==> config.mk <==
export PLATFORM = sky130hd
export DESIGN_NAME = vector_multiply_sequencer
export DESIGN_NICKNAME = d
export VERILOG_FILES = /design/src/rtl/vector_multiply_sequencer.sv
export SDC_FILE = /design/constraint.sdc
export NUM_CORES = 1
export LEC_CHECK = 0
export ABC_AREA = 1
export BUFFER_PORTS_ARGS = -buffer_cell sky130_fd_sc_hd__buf_2
export CAP_MARGIN = 40
export CORE_AREA = 3 3 173 175
export CTS_CLUSTER_DIAMETER = 30
export DETAILED_ROUTE_END_ITERATION = 8
export DIE_AREA = 0 0 176 178
export GPL_ROUTABILITY_DRIVEN = 0
export PLACE_DENSITY = 0.7
export SLEW_MARGIN = 20
export SYNTH_ARGS = -nofsm -noshare
export SYNTH_HDL_FRONTEND = slang
export SYNTH_SLANG_ARGS = --single-unit
==> constraint.sdc <==
create_clock -name clock -period 2.1 [get_ports clock]
set_input_delay 0.105 -clock clock [delete_from_list [all_inputs] [get_ports clock]]
set_output_delay 0.105 -clock clock [all_outputs]
set_load 0.01 [all_outputs]
==> src/rtl/vector_multiply_sequencer.sv <==
// Steps one vector multiply instruction beat by beat: VRF read, external multiply unit, VRF write-back.
// Optional macro VMUL_SCALAR_EN adds a scalar vs1 operand that replaces the vs1 register read.
module vector_multiply_sequencer #(
    parameter int DATA_WIDTH     = 64,
    parameter int VL_WIDTH       = 8,
    parameter int REG_ADDR_WIDTH = 5
) (
    input  logic                      clock,
    input  logic                      reset_n,
    input  logic                      issue_valid,
    output logic                      issue_ready,
    input  logic [1:0]                issue_operation,
    input  logic [1:0]                issue_sew,
    input  logic [VL_WIDTH-1:0]       issue_vl,
    input  logic [REG_ADDR_WIDTH-1:0] issue_vs2,
    input  logic [REG_ADDR_WIDTH-1:0] issue_vs1,
    input  logic [REG_ADDR_WIDTH-1:0] issue_vd,
    output logic                      vrf_read_enable,
    output logic [REG_ADDR_WIDTH-1:0] vrf_read_addr_a,
    output logic [REG_ADDR_WIDTH-1:0] vrf_read_addr_b,
    input  logic [DATA_WIDTH-1:0]     vrf_read_data_a,
    input  logic [DATA_WIDTH-1:0]     vrf_read_data_b,
    output logic [1:0]                mul_operation,
    output logic [1:0]                mul_sew,
    output logic [DATA_WIDTH-1:0]     mul_vs2,
    output logic [DATA_WIDTH-1:0]     mul_vs1,
    input  logic [DATA_WIDTH-1:0]     mul_vd,
    output logic                      vrf_write_valid,
    input  logic                      vrf_write_ready,
    output logic [REG_ADDR_WIDTH-1:0] vrf_write_addr,
    output logic [DATA_WIDTH-1:0]     vrf_write_data,
    output logic [7:0]                vrf_write_strobe,
    output logic                      done,
`ifdef VMUL_SCALAR_EN
    input  logic                      scalar_valid,
    input  logic [DATA_WIDTH-1:0]     scalar_operand,
`endif
    output logic [2:0]                debug_state
);

    // Handshakes: a transfer happens on a rising edge where valid && ready are both high;
    // once raised, valid and its payload stay stable until that transfer completes.
    typedef enum logic [2:0] {
        IDLE    = 3'd0,
        READ    = 3'd1,
        EXEC    = 3'd2,
        CAPTURE = 3'd3,
        WRITE   = 3'd4,
        DONE    = 3'd5
    } state_t;

    state_t                    state_q, state_d;
    logic [1:0]                op_q, sew_q;
    logic [VL_WIDTH-1:0]       elements_left_q, beat_q, epb;
    logic [REG_ADDR_WIDTH-1:0] vs2_q, vs1_q, vd_q, beat_addr;
    logic [DATA_WIDTH-1:0]     mul_vs2_q, mul_vs1_q, result_q, vs1_operand;
    logic [3:0]                tail_bytes;
    logic [7:0]                tail_strobe;
    logic                      last_beat;

    assign epb       = VL_WIDTH'(4'd8 >> sew_q);
    assign last_beat = elements_left_q <= epb;
    assign beat_addr = beat_q[REG_ADDR_WIDTH-1:0];

    // Only the final partial beat has fewer than EPB elements left, so 3 bits suffice here.
    assign tail_bytes  = {1'b0, elements_left_q[2:0]} << sew_q;
    assign tail_strobe = 8'hFF >> (4'd8 - tail_bytes);

`ifdef VMUL_SCALAR_EN
    logic                  scalar_valid_q;
    logic [DATA_WIDTH-1:0] scalar_q, scalar_splat;

    always_ff @(posedge clock or negedge reset_n) begin
        if (!reset_n) begin
            scalar_valid_q <= 1'b0;
            scalar_q       <= '0;
        end else if (state_q == IDLE && issue_valid) begin
            scalar_valid_q <= scalar_valid;
            scalar_q       <= scalar_operand;
        end
    end

    always_comb begin
        scalar_splat = scalar_q;
        case (sew_q)
            2'b00:   scalar_splat = {8{scalar_q[7:0]}};
            2'b01:   scalar_splat = {4{scalar_q[15:0]}};
            2'b10:   scalar_splat = {2{scalar_q[31:0]}};
            default: scalar_splat = scalar_q;
        endcase
    end

    assign vs1_operand = scalar_valid_q ? scalar_splat : vrf_read_data_b;
`else
    assign vs1_operand = vrf_read_data_b;
`endif

    always_ff @(posedge clock or negedge reset_n) begin
        if (!reset_n) state_q <= IDLE;
        else          state_q <= state_d;
    end

    always_comb begin
        state_d         = state_q;
        issue_ready     = 1'b0;
        vrf_read_enable = 1'b0;
        vrf_write_valid = 1'b0;
        done            = 1'b0;
        case (state_q)
            IDLE: begin
                issue_ready = 1'b1;
                if (issue_valid) state_d = (issue_vl == '0) ? DONE : READ;
            end
            READ: begin
                vrf_read_enable = 1'b1;
                state_d         = EXEC;
            end
            EXEC:    state_d = CAPTURE;
            CAPTURE: state_d = WRITE;
            WRITE: begin
                vrf_write_valid = 1'b1;
                if (vrf_write_ready) state_d = last_beat ? DONE : READ;
            end
            DONE: begin
                done    = 1'b1;
                state_d = IDLE;
            end
            default: state_d = IDLE;
        endcase
    end

    always_ff @(posedge clock or negedge reset_n) begin
        if (!reset_n) begin
            op_q            <= '0;
            sew_q           <= '0;
            elements_left_q <= '0;
            beat_q          <= '0;
            vs2_q           <= '0;
            vs1_q           <= '0;
            vd_q            <= '0;
            mul_vs2_q       <= '0;
            mul_vs1_q       <= '0;
            result_q        <= '0;
        end else begin
            case (state_q)
                IDLE: if (issue_valid) begin
                    op_q            <= issue_operation;
                    sew_q           <= issue_sew;
                    elements_left_q <= issue_vl;
                    beat_q          <= '0;
                    vs2_q           <= issue_vs2;
                    vs1_q           <= issue_vs1;
                    vd_q            <= issue_vd;
                end
                EXEC: begin
                    mul_vs2_q <= vrf_read_data_a;
                    mul_vs1_q <= vs1_operand;
                end
                CAPTURE: result_q <= mul_vd;
                WRITE: if (vrf_write_ready) begin
                    beat_q          <= beat_q + VL_WIDTH'(1);
                    elements_left_q <= last_beat ? '0 : elements_left_q - epb;
                end
                default: ;
            endcase
        end
    end

    // Register indices wrap naturally through the REG_ADDR_WIDTH-bit adders.
    assign vrf_read_addr_a  = vrf_read_enable ? vs2_q + beat_addr : '0;
    assign vrf_read_addr_b  = vrf_read_enable ? vs1_q + beat_addr : '0;
    assign vrf_write_addr   = vrf_write_valid ? vd_q + beat_addr : '0;
    assign vrf_write_data   = vrf_write_valid ? result_q : '0;
    assign vrf_write_strobe = !vrf_write_valid ? 8'h00 :
                              (elements_left_q >= epb) ? 8'hFF : tail_strobe;

    assign mul_operation = op_q;
    assign mul_sew       = sew_q;
    assign mul_vs2       = mul_vs2_q;
    assign mul_vs1       = mul_vs1_q;
    assign debug_state   = state_q;

endmodule

==> impl_metrics.ini, run 1 <==
[sta]
relSlewSlack_pct = 54.68
tightestPinTransition_ns = 0.6775
maxSlewViolCount = 0
grt_setup_unrepaired = true
max_freq_mhz = 392.2
hold_ws_ns = 0.1470
fin_tns_setup_ns = -6.167
setup_slack_ns = -0.4494
finalCriticalPeriod_ns = 2.549
fin_skew_ns = 0.02091
setup_viol = 59
finalHoldViolCount = 0
min_period_over_period_pct = 121.4

[floorplanning]
core_area_mm2 = 0.02863
num_rows = 62
die-area_mm2 = 0.03133
dieHeight_um = 178
ios = 449
start_util_pct = 35.20
die_w_um = 176

[synth]
ys_seq_area_share_pct = 56.38
synth_compound_area_share_pct = 5.750
yosys-top-cells-area = dfrtp_1, mux2_1, nand2_1
synth_top_area_share_pct = 56.38
synth_nets = 1212
synthArstFlopShare_pct = 100.0
synthesis.area_mm2 = 0.01007
ys_types = 36
syn-mean-instance-area_um2 = 10.45
synth_top_family_by_area = multiplexers
netlist_top_cells_count = dfrtp_1, nand2_1, inv_1
yosys.area_share.simple_pct = 12.16
synth-xor-area-share_pct = 1.043
syn_inst = 964
synthMuxAreaShare_pct = 14.31
yosysMostFrequentCell = dfrtp_1
synth-seq-cells = 227
synth_flop_cell = dfrtp_1
synth_warnings = 0
synth_adder_area_share_pct = 3.403
synth_edf_count = 0
yosysTopAreaCell = dfrtp_1

[clock_network]
numClockSinks = 227
cts-root-buf = clkbuf_16
clk-insertion-delay-late_ns = 0.54
clk_pin_slew_worst_paths_ns = 0.05
cts_tree = yes
clk_path_buf_depth = 3
htree_levels = 2
numCtsBuffers = 50

[critical_path]
startpoint_type = flip-flop
r2r_cells = 18
rrSetupSlack_ns = -0.22
endpoint_kind = primary output
critPathTopFamily = simple AND/OR/NAND/NOR gates
path_max_fanout = 6
cp_cell_sequence = nand2_1 > inv_1 > ha_2 > inv_2 > fa_2 > nand2_2 > nand2_2 > nand2_2 > nand2_2 > a21oi_4 > nand3_2 > nand2_4 > nor2_1 > buf_2
crit_buf_inv = 3
cp_slowest_stage_delay_ns = 0.37
cp_data_arrival_time_ns = 2.44
crit_top_cell = nand2_2
worstSetupPathType = reg2out
critPathRequiredTime_ns = 2.00
critPathSlowestCell = dfrtp_1
r2r-start = mul_sew[1]
r2r-end = elements_left_q[4]

[grt]
grt_max_degree = 75
antenna_found_initial = 4
grt_pass1_wl_um = 57690
grt_util_all_layers_pct = 23.19
grt_pass1_vias = 10969
grt-ovfl-total = 0

[routing]
vias = 10297
vias_per_cell = 4.800
routed_wl_um = 38670
drc = 0
first_pass_iters = 5
ant_nets = 0
drt-initial-drc-count = 544
wire_per_inst_um = 18.03

[placement]
dp_hpwl_um = 23140
io_buffers = 448
placed_cell_area_mm2 = 0.01297

[power_and_ir_drop]
pwr_density_cell_mw_per_mm2 = 1551
leakagePower_uw = 0.008883
ir_drop_uv = 907.3

[status]
violations = setup timing
status = complete, but fails checks

[layout]
area_growth_syn_to_layout_pct = 73.82
fin_nets = 1964
stdcell_area_mm2 = 0.01751
final_layout_size_suffix_gt1_share_pct = 39.75

[worst_hold_path]
hp-class = in2async

[run]
max_cap_viol_count = 0
## placed cells by master, fill, tap and decap left out, types with 7 or more instances in the layout
cell / Yosys / final
a21oi_1: 15 / 9
buf_2: 17 / 443
inv_2: 3 / 11
clkbuf_1: 9 / 7
inv_1: 113 / 104
o21ai_0: 74 / 72
dlygate4sd3_1: 0 / 222
mux2_1: 102 / 102
clkbuf_16: 0 / 51
buf_4: 3 / 48
bufinv_16: 0 / 9
clkinv_2: 0 / 15
dfrtp_1: 227 / 224
xor2_1: 8 / 8
buf_6: 11 / 18
nand2_1: 173 / 163
buf_12: 0 / 8
nor2_1: 101 / 91
ha_1: 21 / 12
nand2_2: 3 / 10
mux2_2: 26 / 26
nand3_1: 21 / 17
## metrics by stage
step                total power, uW  utilization (%)  setup WS [ns]  instances
floorplan                     13320                -        0.08960        964
global placement              16710            45.31        0.06964       1799
detailed placement            17030            45.31       -0.01532       1799
CTS                           26260            60.40        -0.4662       2135
global route                  28760            61.17        -0.6373       2144
finish                        27150            61.18        -0.4494       2145
## logic make-up after synthesis
kind of cell	count (synthesis)
fa+ha+maj	25
mux	128
compound gates	107
flops	227
buf+inv	156
simple gates	309
xor+xnor	12
## area by class of cell
type                            instances  area [um^2]
Antenna cell                            5        12.51
Clock buffer                           60         1330
Clock inverter                         32        412.9
Fill cell                            2097        11110
Inverter                              116        439.2
Multi-Input combinational cell        581         3975
Sequential cell                       227         5684
Tap cell                              384        480.5
Timing Repair Buffer                  740         5177
## state kept, by name, indices dropped and copies added (netlist names)
register,count
mul_vs1,64
mul_vs2,64
result_q,64
elements_left_q,8
beat_q,5
vd_q,5
vs1_q,5
vs2_q,5
debug_state,3
mul_operation,2
mul_sew,2
## what timing repair did
action / 4_1_cts / 5_1_grt
resized for setup: 50 / 43
buffers inserted: 23 / 6
endpoints found under the setup margin: 20 / 60
endpoints found under the hold margin: 293 / 0
pin swaps: 20 / 21
hold buffers: 222 / 0
## worst reg2reg max path: stages, from the launching register on
cell	delay, ns
dfrtp_1	0.37
nand2_1	0.07
inv_1	0.06
ha_2	0.16
inv_2	0.04
fa_2	0.35
nand2_2	0.07
nand2_2	0.07
buf_6	0.12
buf_6	0.10
buf_6	0.10
buf_6	0.10
buf_6	0.10
buf_6	0.10
buf_6	0.10
buf_6	0.10
nand3_2	0.06
nand4_1	0.11
nand3_1	0.10
## power breakdown
group          internal, uW  switching (uW)  leakage [uW]
Clock                  5590            2480      0.000863
Combinational          5070            6130       0.00531
Sequential             6610            1270       0.00271
## worst max-delay path by stage
| stage | startpoint | endpoint | slack, ns | cells past startpoint |
|---|---|---|---|---|
| 2_1_floorplan | mul_sew[0] | vrf_write_strobe[0] | 0.09 | 11 |
| 3_3_place_gp | mul_sew[0] | vrf_write_strobe[1] | 0.07 | 14 |
| 3_5_place_dp | mul_sew[1] | vrf_write_strobe[4] | -0.02 | 14 |
| 4_1_cts | mul_sew[1] | vrf_write_strobe[4] | -0.47 | 14 |
| 5_1_grt | mul_sew[1] | vrf_write_strobe[7] | -0.64 | 14 |
| 6_report | mul_sew[1] | vrf_write_strobe[2] | -0.45 | 14 |
## layer usage
| layer | vias to the layer above | share of wire [%] | global-route usage (%) |
|---|---|---|---|
| met5 | - | 0 | 0 |
| met4 | 0 | 5.0 | 11.25 |
| met3 | 138 | 6.7 | 5.896 |
| met2 | 509 | 53 | 43.35 |
| met1 | 5028 | 35 | 24.16 |
| li1 | 4622 | - | - |
No activity file was read; power rests on OpenSTA's default activity.
==> inputs of run 2 (changes only) <==
Settings changed: PLACE_DENSITY 0.7 to 0.58.
==> run 2 against run 1 <==
The run still ends with setup timing left. Power increased by 1.1%. Via count decreased by 5.9%. Cell area increased by 0.56%. Clock power increased by 13%. Critical path depth unchanged. Sequential share of layout area decreased by 0.16 points. Routed wire length decreased by 8.6%. Utilization increased by 0.35 points. Critical endpoint is now vrf_write_strobe[1]. Highest routed layer unchanged.
==> impl_metrics.ini, run 2 (synthesis results as in run 1) <==
[placement]
dp_slack_ns = 0.02557
io_buffers = 448
dp_hpwl_um = 23610

[power_and_ir_drop]
leakagePower_uw = 0.008914
ir_drop_uv = 977.4
pwr_density_cell_mw_per_mm2 = 1559
power.share.switching_pct = 34.11
clock_power_share_pct = 33.2
p_seq_share_pct = 28.2
p_sw_uw = 9363
finalPower_uw = 27450
intPower_uw = 18090
p_comb_share_pct = 38.6

[routing]
ant_nets = 0
met2RoutedLength_um = 18380
drt-initial-drc-count = 350
routed_wl_um = 35350
vias_per_cell = 4.553
wl_met3_um = 2390
top_layer_used = met4
wire_per_inst_um = 16.60
first_pass_iters = 4
vias = 9693
routedLengthMet1_um = 13630
drc = 0

[critical_path]
critPathSlowestCell = dfrtp_1
path_max_fanout = 6
startpoint_type = flip-flop
endpoint_kind = primary output
critPathRequiredTime_ns = 2.00
worstSetupPathType = reg2out
cp_cell_sequence = nand2_1 > inv_1 > ha_2 > inv_2 > fa_2 > nand2_2 > nand2_2 > nand2_4 > nand2_4 > a21oi_4 > nand3_2 > nand2_4 > nor2_1 > buf_2
crit_top_cell = nand2_4
cp_slowest_stage_delay_ns = 0.40
cp_data_arrival_time_ns = 2.54

[sta]
setup_slack_ns = -0.5484
max_freq_mhz = 377.6
relSlewSlack_pct = 66.07
tightestPinTransition_ns = 0.5089
fin_tns_setup_ns = -5.352
fin_skew_ns = 0.01447
setup_viol = 19
finalHoldViolCount = 0
finalCriticalPeriod_ns = 2.648
maxSlewViolCount = 0
grt_setup_unrepaired = true
min_period_over_period_pct = 126.1
hold_ws_ns = 0.01487

[clock_network]
clk_pin_slew_worst_paths_ns = 0.05
numClockSinks = 227
numCtsBuffers = 54
cts_tree = yes
clk_path_buf_depth = 3
cts-root-buf = clkbuf_16
clk-insertion-delay-late_ns = 0.53
htree_levels = 2

[status]
status = complete, but fails checks
violations = setup timing

[worst_hold_path]
hp-class = in2reg

[layout]
final_cell_mix = buf_2, dfrtp_1, dlygate4sd3_1
fillers = 2231
final_common_cell = buf_2
diodes = 0
multi_input_area_mm2 = 0.003981
fin_nets = 1952
area_growth_syn_to_layout_pct = 74.80
regArea_mm2 = 0.005688
final_layout_size_suffix_gt1_share_pct = 39.37
fin_util_pct = 61.52

[floorplanning]
die_w_um = 176
start_util_pct = 35.20
dieHeight_um = 178
die-area_mm2 = 0.03133
ios = 449
core_area_mm2 = 0.02863
num_rows = 62

[grt]
grt_util_all_layers_pct = 21.85
grt-ovfl-total = 0
grt_max_degree = 86
grt_pass1_wl_um = 55010
grt_pass1_vias = 10366
antenna_found_initial = 0

[run]
max_cap_viol_count = 0
## run 2: timing repair
action,4_1_cts,5_1_grt
hold endpoints to repair,421,0
gates resized for setup,38,45
hold buffers,221,0
buffers inserted,16,14
pin swaps,10,22
setup endpoints to repair,23,95
## run 2: path summary, 6_finish.rpt
| kind | from | end | slack, ns | cells after the start |
|---|---|---|---|---|
| max in group asynchronous | reset_n | mul_vs1[24] | 1.26 | 3 |
| min in group asynchronous | reset_n | mul_vs1[37] | 0.12 | 2 |
| setup / recovery | mul_sew[0] | vrf_write_strobe[1] | -0.55 | 14 |
| hold / removal | issue_vl[7] | debug_state[2] | 0.01 | 6 |
| hold reg to reg | mul_vs1[48] | mul_vs1[48] | 0.48 | 1 |
| setup reg to reg | mul_sew[0] | elements_left_q[6] | -0.17 | 16 |
## run 2: power groups by stage
stage	registers (uW)	clock network [uW]	logic, uW
2_1_floorplan	8220	0	5090
3_3_place_gp	7610	0	9110
3_5_place_dp	7670	0	9240
4_1_cts	7680	9260	10200
5_1_grt	7990	9500	11800
6_report	7740	9120	10600
## run 2: metal layers
metal | up-vias | global-route usage (%)
li1 | 4600 | -
met2 | 379 | 40.27
met4 | 0 | 7.390
met3 | 74 | 5.343
met5 | - | 0
met1 | 4640 | 24.71
## run 2: critical path, delay by kind of cell (launching register included)
kind / cells / cell delay [ns]
AND/OR/NAND/NOR: 8 / 0.65
adder cells (fa/ha/maj): 2 / 0.53
flip-flops: 1 / 0.40
buffers and inverters: 3 / 0.24
AO/OA/AOI/OAI: 1 / 0.19
## run 2: metrics by stage
stage	instances	area, um^2
finish	2129	17610
global route	2129	17610
CTS	2124	17420
detailed placement	1790	12890
global placement	1790	12890
floorplan	964	10070
## run 2: area by class of cell
| class | instances | share of cell area, % |
|---|---|---|
| Sequential cell | 227 | 32.30 |
| Timing Repair Buffer | 724 | 28.41 |
| Multi-Input combinational cell | 581 | 22.61 |
| Clock buffer | 73 | 8.931 |
| Tap cell | 384 | 2.728 |
| Clock inverter | 24 | 2.551 |
| Inverter | 116 | 2.472 |
